`config.mk`:
```
export PLATFORM = sky130hd
export DESIGN_NAME = sha1_block_stream_padder
export DESIGN_NICKNAME = d
export VERILOG_FILES = /design/src/rtl/sha1_block_stream_padder.sv
export SDC_FILE = /design/constraint.sdc
export NUM_CORES = 1
export LEC_CHECK = 0
export ABC_AREA = 1
export CORE_ASPECT_RATIO = 1.25
export CORE_MARGIN = 2
export CORE_UTILIZATION = 48
export CTS_BUF_LIST = sky130_fd_sc_hd__clkbuf_8
export DETAILED_ROUTE_END_ITERATION = 8
export GPL_TIMING_DRIVEN = 0
export PLACE_DENSITY = 0.71
export SYNTH_ARGS = -nofsm -noshare
export SYNTH_HDL_FRONTEND = slang
export SYNTH_SLANG_ARGS = --single-unit
```
`constraint.sdc`:
```
create_clock -name clk -period 4.5 [get_ports clk]
set_input_delay 0.675 -clock clk [delete_from_list [all_inputs] [get_ports clk]]
set_output_delay 0.675 -clock clk [all_outputs]
set_load 0.005 [all_outputs]
```
`src/rtl/sha1_block_stream_padder.sv`:
```
// SHA-1 message fetch and padding front-end: reads the message from a dpsram port and
// streams padded 512-bit blocks as big-endian 32-bit words over valid/ready.
module sha1_block_stream_padder #(
  parameter int unsigned ADDR_W     = 16,
  parameter int unsigned FIFO_DEPTH = 4,
  parameter int unsigned RD_LAT     = 1,
  parameter int unsigned MEM_LE     = 0
) (
  input  logic              clk,
  input  logic              nreset,
  input  logic              start_hash,
  input  logic [ADDR_W-1:0] message_addr,
  input  logic [31:0]       message_size,
  output logic              port_A_clk,
  output logic [15:0]       port_A_addr,
  output logic              port_A_we,
  output logic [31:0]       port_A_data_in,
  input  logic [31:0]       port_A_data_out,
  output logic [31:0]       word_data,
  output logic              word_valid,
  input  logic              word_ready,
  output logic [3:0]        word_idx,
  output logic              word_last,
  output logic              busy,
  output logic              done
);

  localparam int unsigned PTR_W  = (FIFO_DEPTH > 1) ? $clog2(FIFO_DEPTH) : 1;
  localparam int unsigned CNT_W  = PTR_W + 1;
  localparam int unsigned PIPE_N = RD_LAT + 1;
  localparam int unsigned PF_W   = $clog2(PIPE_N + 1);

  typedef struct packed {
    logic [31:0] data;
    logic [3:0]  idx;
    logic        last;
  } word_t;

  // keep: bytes retained from a partial SRAM word (0 = whole word)
  typedef struct packed {
    logic       vld;
    logic       is_mem;
    logic [1:0] keep;
    word_t      w;
  } tag_t;

  typedef enum logic [1:0] {IDLE, GEN, DRAIN, DONE} state_t;

  state_t              state, state_n;
  logic [ADDR_W-1:0]   addr_q;
  logic [31:0]         size_q, idx_q, total_q, total_n;
  logic [15:0]         port_addr_q;
  tag_t                pipe [PIPE_N];
  tag_t                new_tag, tail;
  word_t               fifo [FIFO_DEPTH];
  word_t               head, push_word;
  logic [PTR_W-1:0]    wr_ptr, rd_ptr;
  logic [CNT_W-1:0]    cnt_q;
  logic [PF_W-1:0]     in_flight;
  logic [31:0]         full_w, mem_words, gen_data, mem_word;
  logic [1:0]          rem;
  logic                is_mem, issue, bypass, push, pop;

  assign port_A_clk     = clk;
  assign port_A_addr    = port_addr_q;
  assign port_A_we      = 1'b0;
  assign port_A_data_in = 32'h0;

  assign head       = fifo[rd_ptr];
  assign word_valid = (cnt_q != '0);
  assign word_data  = head.data;
  assign word_idx   = head.idx;
  assign word_last  = head.last;
  assign pop        = word_valid && word_ready;

  assign total_n   = ((((32'({3'b0, message_size[28:0]}) + 32'd8) >> 6) + 32'd1) << 4);
  assign rem       = size_q[1:0];
  assign full_w    = 32'(size_q[28:2]);
  assign mem_words = full_w + 32'(rem != 2'd0);
  assign is_mem    = (idx_q < mem_words);

  always_comb begin
    in_flight = '0;
    for (int unsigned k = 0; k < PIPE_N; k++) in_flight = in_flight + PF_W'(pipe[k].vld);
  end

  // Credit check covers both FIFO occupancy and reads still in the SRAM pipe
  assign issue  = (state == GEN) && ((32'(cnt_q) + 32'(in_flight)) < 32'(FIFO_DEPTH));
  assign bypass = issue && !is_mem && (in_flight == '0);

  always_comb begin
    gen_data = 32'h0;
    if (idx_q == full_w)                 gen_data = 32'h8000_0000;
    else if (idx_q == total_q - 32'd2)   gen_data = {29'b0, size_q[31:29]};
    else if (idx_q == total_q - 32'd1)   gen_data = {size_q[28:0], 3'b0};
  end

  always_comb begin
    new_tag        = '0;
    new_tag.vld    = issue && !bypass;
    new_tag.is_mem = is_mem;
    new_tag.keep   = (idx_q == full_w) ? rem : 2'd0;
    new_tag.w.data = gen_data;
    new_tag.w.idx  = idx_q[3:0];
    new_tag.w.last = (idx_q == total_q - 32'd1);
  end

  assign tail = pipe[RD_LAT];

  always_comb begin
    mem_word = (MEM_LE != 0) ? {port_A_data_out[7:0], port_A_data_out[15:8],
                                port_A_data_out[23:16], port_A_data_out[31:24]}
                             : port_A_data_out;
    case (tail.keep)
      2'd1:    mem_word = {mem_word[31:24], 8'h80, 16'h0};
      2'd2:    mem_word = {mem_word[31:16], 8'h80, 8'h0};
      2'd3:    mem_word = {mem_word[31:8], 8'h80};
      default: mem_word = mem_word;
    endcase
    push_word = tail.w;
    if (tail.is_mem) push_word.data = mem_word;
    if (bypass) push_word = new_tag.w;
    push = tail.vld || bypass;
  end

  always_ff @(posedge clk or negedge nreset) begin
    if (!nreset) state <= IDLE;
    else         state <= state_n;
  end

  always_comb begin
    state_n = state;
    case (state)
      IDLE:    if (start_hash) state_n = GEN;
      GEN:     if (issue && (idx_q == total_q - 32'd1)) state_n = DRAIN;
      DRAIN:   if (pop && head.last) state_n = DONE;
      DONE:    state_n = IDLE;
      default: state_n = IDLE;
    endcase
  end

  always_ff @(posedge clk or negedge nreset) begin
    if (!nreset) begin
      addr_q      <= '0;
      size_q      <= '0;
      idx_q       <= '0;
      total_q     <= '0;
      port_addr_q <= '0;
      busy        <= 1'b0;
      done        <= 1'b0;
      for (int unsigned k = 0; k < PIPE_N; k++) pipe[k] <= '0;
    end else begin
      pipe[0] <= new_tag;
      for (int unsigned k = 1; k < PIPE_N; k++) pipe[k] <= pipe[k-1];
      if (state == IDLE && start_hash) begin
        addr_q  <= message_addr;
        size_q  <= message_size;
        idx_q   <= '0;
        total_q <= total_n;
      end
      if (issue) begin
        idx_q <= idx_q + 32'd1;
        if (is_mem) begin
          port_addr_q <= 16'(addr_q);
          addr_q      <= addr_q + ADDR_W'(1);
        end
      end
      busy <= (state_n == GEN) || (state_n == DRAIN);
      done <= (state_n == DONE);
    end
  end

  // Output FIFO; credits guarantee no push ever lands on a full FIFO
  always_ff @(posedge clk or negedge nreset) begin
    if (!nreset) begin
      wr_ptr <= '0;
      rd_ptr <= '0;
      cnt_q  <= '0;
      for (int unsigned k = 0; k < FIFO_DEPTH; k++) fifo[k] <= '0;
    end else begin
      if (push) begin
        fifo[wr_ptr] <= push_word;
        wr_ptr       <= wr_ptr + PTR_W'(1);
      end
      if (pop) rd_ptr <= rd_ptr + PTR_W'(1);
      cnt_q <= cnt_q + CNT_W'(push) - CNT_W'(pop);
    end
  end

endmodule

```
==> results of run 1 <==
-- what timing repair did --
item,in CTS,in global routing
buffers inserted,34,16
hold buffers,1,0
cloned,2,13
gates resized for setup,142,149
pin swaps,26,89
endpoints found under the hold margin,19,0
endpoints found under the setup margin,182,184
-- critical path: cells and delay by family, from the launching register on --
kind	cells	cell delay [ns]
compound gates	1	0.22
simple gates	19	2.33
flops	1	0.38
fa+ha+maj	5	1.31
buf+inv	5	0.25
-- power by group through the flow --
stage	Clock [mW]	Sequential [mW]	Combinational, mW
2_1_floorplan	0.0144	4.09	2.60
3_3_place_gp	0.0310	4.17	4.39
3_5_place_dp	0.0310	4.18	4.50
4_1_cts	3.17	4.13	5.03
5_1_grt	3.33	4.21	6.21
6_report	3.14	4.16	5.84
-- layer usage --
| layer | global-route usage (%) | wire length, um | part of all wire (%) |
|---|---|---|---|
| met1 | 34.2 | 25500 | 37 |
| met2 | 51.7 | 34100 | 50 |
| met3 | 4.02 | 4200 | 6.2 |
| met4 | 16.4 | 4450 | 6.5 |
| met5 | 0 | 0 | 0 |
-- cell usage in the layout (no fill, tap or decap), types with 5 or more instances in the layout --
master	n
a32oi_1	9
nand3_2	59
inv_1	195
nor4_1	9
o21ai_1	15
ha_1	39
nand3_1	171
nand2_2	47
clkinv_2	13
o211ai_1	14
o21ai_0	168
buf_8	9
inv_2	12
a21oi_1	42
nor2_4	21
nor2_1	299
xnor2_1	25
mux2i_1	5
ha_4	5
xor2_1	63
or2_2	7
o21ai_2	7
nand3b_1	5
buf_4	75
nor2_2	27
clkbuf_8	83
buf_2	18
buf_6	17
buf_12	13
nor3_1	30
dfrtp_1	358
o22ai_1	45
clkbuf_1	70
clkdlybuf4s50_1	139
clkbuf_16	14
nand4_1	74
nand2_1	831
conb_1	33
-- cells in the mapped netlist (33+ instances only) --
library cell  count  share of area [%]
inv_1           191                3.5
a21oi_1          45                1.1
ha_1             44                2.7
nor2_1          310                5.6
o22ai_1          45                1.4
buf_4            44                1.6
clkbuf_1         88                1.6
buf_2            33               0.80
nor3_1           34               0.82
nand3_1         226                5.5
dfrtp_1         362                 44
nand4_1          74                2.2
xor2_1           63                2.7
o21ai_0         174                4.2
nand2_1         863                 16
-- logic make-up after synthesis --
group / synth area share (%)
flops: 43.8
simple gates: 33.1
compound gates: 8.38
other cells: 0.0181
mux: 0.242
fa+ha+maj: 2.76
xor+xnor: 3.83
buf+inv: 7.90
-- stage by stage --
step | cells | utilization (%) | hold WS (ns)
final | 3692 | 60.9 | 0.328
after global routing | 3692 | 60.9 | 0.339
after CTS | 3666 | 58.5 | 0.328
after detailed placement | 3527 | 53.8 | 0.335
after global placement | 3524 | 53.6 | 0.331
after floorplan | 2819 | - | 0.331
-- state kept, by name, summed over array words and instances, names as in the netlist --
signal / cells
rd_ptr: 2
size_q: 32
cnt_q: 3
pipe: 82
port_A_addr: 16
done: 1
state: 2
fifo: 148
busy: 1
addr_q: 16
wr_ptr: 2
total_q: 25
idx_q: 32
-- final timing paths --
path	start	end	slack, ns
max	size_q[1]	cnt_q[1]	-0.08
min	nreset	fifo[80]	0.33
max reg2reg	size_q[1]	cnt_q[1]	-0.08
min reg2reg	pipe[47]	pipe[6]	0.33
max in group asynchronous	nreset	pipe[33]	2.81
min in group clk	pipe[47]	pipe[6]	0.33
-- final cells by class --
type / count / area, um2
fillers: 3771 / 16700
multi-input cells: 2082 / 10700
flip-flops and latches: 362 / 9060
repair buffers: 205 / 2290
plain buffers: 171 / 1230
clock buffers: 75 / 1030
inverters: 203 / 772
well taps: 565 / 707
clock inverters: 29 / 246
==> impl_metrics.json, run 1 <==
{
  "min_period_ns": 4.58,
  "portBuffers": 140,
  "path_common_cell": "inv_2",
  "drive_gt1_share_pct": 14.9,
  "dp_worst_setup_slack_ns": -0.835,
  "seq_power_share_pct": 31.6,
  "die_area_um2": 44800,
  "irDropWorstVdd_mv": 0.292,
  "place.gp.congestion": 0.940,
  "grtUsageTotal_pct": 29.3,
  "slowest_stage": "fa_2",
  "grt_max_degree": 123,
  "worstSetupPathType": "flop to flop",
  "start_kind": "flop",
  "antenna_found_initial": 0,
  "p_switching_mw": 5.22,
  "grt_pass1_vias": 19900,
  "synth_edf_count": 0,
  "netlist_area_um2": 20700,
  "seq_area_frac_synth_pct": 43.8,
  "syn_inst": 2787,
  "vias_per_cell": 5.49,
  "min_period_over_period_pct": 102,
  "synthFlopType": "dfrtp_1",
  "routedWlPerCell_um": 18.5,
  "coreArea_um2": 42800,
  "hold_violations": 0,
  "drt-total-wl_mm": 68.3,
  "fin_area_um2": 26000,
  "vias": 20300,
  "total_power_mw": 13.1,
  "postSynth.asyncResetShare_pct": 100,
  "slew_violations": 0,
  "rsz0062_at_grt": "yes",
  "tns_ns": -1.24,
  "die_w_um": 190,
  "grt_overflow": 0,
  "syn_avg_cell_area_um2": 7.42,
  "clk_pin_slew_worst_paths_ns": 0.07,
  "critical-path-max-stage-delay_ns": 0.52,
  "cts_tree": "yes",
  "ys_seq_elements": 362,
  "path_max_fanout": 3,
  "worstPathRequired_ns": 5.16,
  "nets": 3215,
  "maxSlewHeadroom_pct": 40.4,
  "drc": 0,
  "drtIter0Drc": 1590,
  "comb_power_share_pct": 44.5,
  "ff2ff_path_depth": 30,
  "dp_hpwl_mm": 48.6,
  "p_int_mw": 7.92,
  "placed_area_um2": 23000,
  "ys_types": 49,
  "grt_pass1_wl_mm": 104,
  "critical_path_arrival_ns": 5.24,
  "swShare_pct": 39.7,
  "io_pins": 174,
  "status": "finished, violations left",
  "failed_checks": "setup timing",
  "finClkSkew_ns": 0.0362,
  "fin_ws_ns": -0.0806,
  "dieHeight_um": 236,
  "ant_nets": 0,
  "tightest_slew_ns": 0.894,
  "rows": 85,
  "max_cap_violations": 0,
  "p_per_area_nw_per_um2": 505,
  "fmax_ghz": 0.218,
  "drt_first_pass_iters": 6,
  "hp-class": "input pin to async pin",
  "cp-end-kind": "flop",
  "initial_core_util_pct": 48.4,
  "setup_viol": 48,
  "p_clk_share_pct": 23.9,
  "yosysWarnings": 0,
  "area_growth_pct": 25.9,
  "clk_latency_ns": 0.76,
  "num_antenna_cells": 0,
  "leakagePower_nw": 12.8
}
(Power assumes the default switching activity.)
==> inputs of run 2 (changes only) <==
- PLACE_DENSITY: 0.71 -> 0.68
- SLEW_MARGIN: unset -> 40
- clock period: 4.5 -> 5.9 ns (I/O delays scaled with it)
==> impl_metrics.json, run 2 (same netlist as run 1, synthesis figures left out) <==
{
  "vias_per_cell": 5.39,
  "hold_violations": 0,
  "min_period_ns": 5.29,
  "grt_pass1_wl_mm": 103,
  "initial_core_util_pct": 48.4,
  "drtIter0Drc": 1587,
  "hold_depth": 0,
  "multi_input_area_um2": 10100,
  "min_from": "pipe[52]",
  "nets": 3157,
  "fmax_ghz": 0.189,
  "largest_register": "fifo",
  "ant_nets": 0,
  "drt_first_pass_iters": 6,
  "grt_max_degree": 74,
  "cts_tree": "yes",
  "leakagePower_nw": 12.2,
  "maxSlewHeadroom_pct": 39.8,
  "critPathTopFamily": "simple AND/OR/NAND/NOR gates",
  "r2r_start": "size_q[2]",
  "reg2reg_to": "cnt_q[2]",
  "worstPathRequired_ns": 6.58,
  "cp-end-kind": "flop",
  "drive_gt1_share_pct": 8.62,
  "utilization_pct": 57.1,
  "setup_viol": 0,
  "grt_pass1_vias": 19700,
  "top_regs": "fifo (148), pipe (82)",
  "holdPathEnd": "pipe[11]",
  "slew_violations": 0,
  "grt_overflow": 0,
  "irDropWorstVdd_mv": 0.208,
  "ff2ff_path_depth": 25,
  "dieHeight_um": 236,
  "rsz0062_at_grt": "no",
  "drc": 0,
  "path_max_fanout": 10,
  "io_pins": 174,
  "tightest_slew_ns": 0.903,
  "crit_buf_inv": 3,
  "largest_register_ffs": 148,
  "worstSetupPathType": "flop to flop",
  "hp-class": "flop to flop",
  "drt-total-wl_mm": 64.7,
  "die_area_um2": 44800,
  "clk_pin_slew_worst_paths_ns": 0.06,
  "finClkSkew_ns": 0.0530,
  "slowest_stage": "dfrtp_1",
  "max_cap_violations": 0,
  "grtUsageTotal_pct": 29.3,
  "routedWlPerCell_um": 17.8,
  "stdcell_count": 3643,
  "vias": 19600,
  "place.gp.congestion": 0.929,
  "ff_latch_area_um2": 9060,
  "final_cell_mix": "nand2_1, dfrtp_1, nor2_1, nand3_1, inv_1",
  "hold_ws_ns": 0.343,
  "critical_path_arrival_ns": 5.96,
  "dpl.cell_count": 3529,
  "path_common_cell": "nand2_1",
  "rows": 85,
  "layout_commonest_cell": "nand2_1",
  "die_w_um": 190,
  "critical-path-max-stage-delay_ns": 0.47,
  "coreArea_um2": 42800,
  "start_kind": "flop",
  "clk_latency_ns": 0.77,
  "fillers": 4111,
  "antenna_found_initial": 1,
  "ff2ff_setup_slack_ns": 0.61,
  "min_period_over_period_pct": 89.6,
  "dp_hpwl_mm": 49.3,
  "portBuffers": 140,
  "area_growth_pct": 17.9,
  "tns_ns": 0,
  "p_per_area_nw_per_um2": 371,
  "status": "completed"
}
==> run 2: worst max-delay path by stage <==
stage                  endpoint  cells after the start  startpoint  slack [ns]
floorplan              cnt_q[2]                     30   size_q[1]        1.61
global placement    total_q[28]                      1      nreset      -11.64
detailed placement     fifo[29]                     26   size_q[2]        0.52
CTS                    fifo[29]                     26   size_q[2]        0.49
global route           cnt_q[2]                     30   size_q[1]        0.07
finish                 cnt_q[2]                     25   size_q[2]        0.61
==> run 2: report_power, final <==
part           total (mW)  internal, mW  switching [mW]
combinational        3.50          1.23            2.27
sequential           3.16          2.90           0.251
clock                2.40          1.33            1.07
total                9.06          5.46            3.60
==> run 2: cell type report <==
class | count | share of cell area [%]
multi-input combinational | 2082 | 41.5
inverter | 203 | 3.12
sequential | 362 | 37.1
buffer | 172 | 3.58
clock inverter | 31 | 0.862
tap | 565 | 2.90
clock buffer | 81 | 4.56
antenna | 2 | 0.0205
timing repair buffer | 145 | 6.33
==> run 2: metal layers <==
layer  track usage, %  share of wire [%]
met5                0                  0
met4             16.0                5.0
met3             3.38                5.8
met2             52.2                 50
met1             34.3                 39
==> run 2: what timing repair did <==
item,in CTS,in global routing
hold buffers,1,0
endpoints found under the setup margin,0,16
buffers inserted,0,0
gates resized for setup,0,4
endpoints found under the hold margin,23,0
==> run 2: stage by stage <==
step | area (um2) | power (mW) | setup slack [ns]
2_1_floorplan | 20800 | 5.12 | 1.61
3_3_place_gp | 22900 | 6.57 | -11.64
3_5_place_dp | 23100 | 6.65 | 0.519
4_1_cts | 24400 | 9.05 | 0.486
5_1_grt | 24400 | 9.57 | 0.0729
6_report | 24400 | 9.06 | 0.615
==> inputs of run 3 (changes only) <==
- ABC_AREA: 1 -> unset
==> impl_metrics.json, run 3 <==
{
  "status": "completed",
  "reg2reg_to": "cnt_q[2]",
  "drive_gt1_share_pct": 12.0,
  "grt_max_degree": 77,
  "clk_latency_ns": 0.79,
  "dp_hpwl_mm": 42.7,
  "maxSlewHeadroom_pct": 40.9,
  "start_kind": "flop",
  "hold_violations": 0,
  "netlist_area_um2": 19600,
  "crit_buf_inv": 2,
  "rows": 82,
  "worstSetupPathType": "flop to flop",
  "postSynth.asyncResetShare_pct": 100,
  "largest_register_ffs": 148,
  "ys_types": 78,
  "drt-total-wl_mm": 57.2,
  "area_growth_pct": 18.8,
  "synth_edf_count": 0,
  "grt_overflow": 0,
  "ys_seq_elements": 362,
  "drtIter0Drc": 1282,
  "yosysTopAreaCell": "dfrtp_1",
  "place.gp.congestion": 0.918,
  "slowest_stage": "dfrtp_1",
  "nets": 2277,
  "top_regs": "fifo (148), pipe (82)",
  "p_per_area_nw_per_um2": 444,
  "max_cap_violations": 0,
  "grt_pass1_wl_mm": 90.5,
  "cts_tree": "yes",
  "tns_ns": 0,
  "min_period_over_period_pct": 95.2,
  "num_antenna_cells": 0,
  "tightest_slew_ns": 0.886,
  "antenna_found_initial": 0,
  "initial_core_util_pct": 48.7,
  "min_from": "pipe[56]",
  "hp-class": "flop to flop",
  "rsz0062_at_grt": "no",
  "cts_setup_buffers": 0,
  "layout_commonest_cell": "dfrtp_1",
  "grtUsageTotal_pct": 27.7,
  "syn_inst": 1909,
  "path_common_cell": "ha_1",
  "grt_pass1_vias": 16700,
  "cp_cell_sequence": "ha_1, ha_1, nand3_1, nor2_1, nand3_1, or4_1, xor2_1, ha_1, nand4_1, o221ai_1, a21oi_4, nor2_1, or2_2, nor2_2, ha_1, inv_1, ha_1, inv_1, fa_1, xnor2_1, xnor2_1",
  "slew_violations": 0,
  "critical_path_arrival_ns": 6.33,
  "die_area_um2": 42500,
  "final_cell_mix": "dfrtp_1, nand2_1, clkdlybuf4s50_1, mux2i_1, o21ai_0",
  "cp-end-kind": "flop",
  "io_pins": 174,
  "portBuffers": 139,
  "largest_register": "fifo",
  "critPathTopFamily": "simple AND/OR/NAND/NOR gates",
  "vias_per_cell": 5.83,
  "fmax_ghz": 0.178,
  "synth_area_leaders": "dfrtp_1, mux2i_1, nand2_1",
  "finClkSkew_ns": 0.0321,
  "holdPathEnd": "pipe[15]",
  "routedWlPerCell_um": 20.9,
  "setup_viol": 0,
  "yosys-top-cells-count": "dfrtp_1, nand2_1, mux2i_1",
  "r2r_start": "size_q[2]",
  "clk_pin_slew_worst_paths_ns": 0.06,
  "leakagePower_nw": 10.5,
  "worstPathRequired_ns": 6.61,
  "ff2ff_setup_slack_ns": 0.28,
  "dp_worst_setup_slack_ns": -0.485,
  "coreArea_um2": 40200,
  "die_w_um": 185,
  "irDropWorstVdd_mv": 0.330,
  "fillers": 3560,
  "hold_depth": 0,
  "seq_area_frac_synth_pct": 46.2,
  "yosysWarnings": 0,
  "ff2ff_path_depth": 21,
  "syn_avg_cell_area_um2": 10.3,
  "path_max_fanout": 9,
  "drc": 0,
  "critical-path-max-stage-delay_ns": 0.51,
  "drt_first_pass_iters": 7,
  "vias": 16000,
  "fin_ws_ns": 0.281,
  "dieHeight_um": 230,
  "ant_nets": 0,
  "synthFlopType": "dfrtp_1",
  "yosysMostFrequentCell": "dfrtp_1",
  "min_period_ns": 5.62,
  "synth_top_area_share_pct": 46.2
}
## run 3: changes by cell type in the layout (fill, tap and decap cells not counted), sizes merged, moves of 28 or more
cell	change
o22ai	-43
inv	-171
nand3	-161
a31oi	+31
nor2b	+28
o21ai	-73
xnor2	+28
o31ai	+109
nor2	-292
mux2i	+125
mux4	+37
nand2	-640
nor4b	+29
nand4	-45
## run 3: worst max-delay path by stage
stage | from | end | slack [ns] | cells after the start
4_1_cts | size_q[2] | cnt_q[2] | 0.03 | 22
3_3_place_gp | nreset | busy | -11.71 | 1
2_1_floorplan | size_q[4] | cnt_q[2] | 0.90 | 25
3_5_place_dp | size_q[4] | cnt_q[2] | -0.49 | 25
6_report | size_q[2] | cnt_q[2] | 0.28 | 21
5_1_grt | size_q[2] | cnt_q[2] | 0.06 | 21
## run 3: routing by layer
| metal | part of all wire [%] | GRT usage, % |
|---|---|---|
| met5 | 0 | 0 |
| met4 | 5.1 | 14.6 |
| met3 | 5.7 | 4.53 |
| met2 | 50 | 48.4 |
| met1 | 39 | 32.5 |
## run 3: area by class of cell
type	instances	area, um2	area share, %
Inverter	29	109	0.467
Buffer	184	892	3.83
Sequential cell	362	9060	38.9
Multi-Input combinational cell	1364	9700	41.7
Clock buffer	80	1100	4.71
Clock inverter	31	206	0.887
Timing Repair Buffer	144	1530	6.59
Tap cell	546	683	2.93
## run 3: what timing repair did
action | 4_1_cts | 5_1_grt
gates resized for setup | 5 | 11
pin swaps | 0 | 0
hold endpoints to repair | 24 | 0
hold buffers | 1 | 0
cloned | 0 | 0
setup endpoints to repair | 104 | 103
## run 3: stage by stage
step / power (mW) / utilization, % / hold slack (ns) / cells / cell area, um2
after floorplan: 6.36 / - / 0.331 / 1941 / 19700
after global placement: 7.86 / 54.2 / 0.332 / 2626 / 21800
after detailed placement: 8.01 / 54.6 / 0.335 / 2631 / 21900
after CTS: 10.4 / 57.8 / 0.325 / 2741 / 23300
after global routing: 11.0 / 57.9 / 0.339 / 2740 / 23300
final: 10.3 / 57.9 / 0.329 / 2740 / 23300
## run 3: power by group
part           switching (mW)  internal, mW
clock                    1.06          1.31
combinational            2.19          2.04
sequential              0.515          3.23
## run 3: cells by family (layout without fill, tap and decap cells)
| family | after synthesis | in the layout | share of synthesized area (%) |
|---|---|---|---|
| muxes | 186 | 186 | 12.0 |
| other | 1 | 33 | 0.0191 |
| AOI/OAI and AO/OA | 362 | 362 | 12.2 |
| buffers and inverters | 215 | 468 | 5.03 |
| xor gates and xnor gates | 110 | 110 | 4.91 |
| adders and majority gates | 46 | 46 | 2.96 |
| DFF | 362 | 362 | 46.2 |
| and+or+nand+nor | 627 | 627 | 16.7 |
## run 3: worst reg2reg max path: cells and delay by family (launching register included)
kind	cells	cell delay [ns]
adder cells (fa/ha/maj)	6	1.59
buffers and inverters	2	0.10
XOR/XNOR	3	0.50
AO/OA/AOI/OAI	2	0.60
flip-flops	1	0.51
AND/OR/NAND/NOR	8	2.24
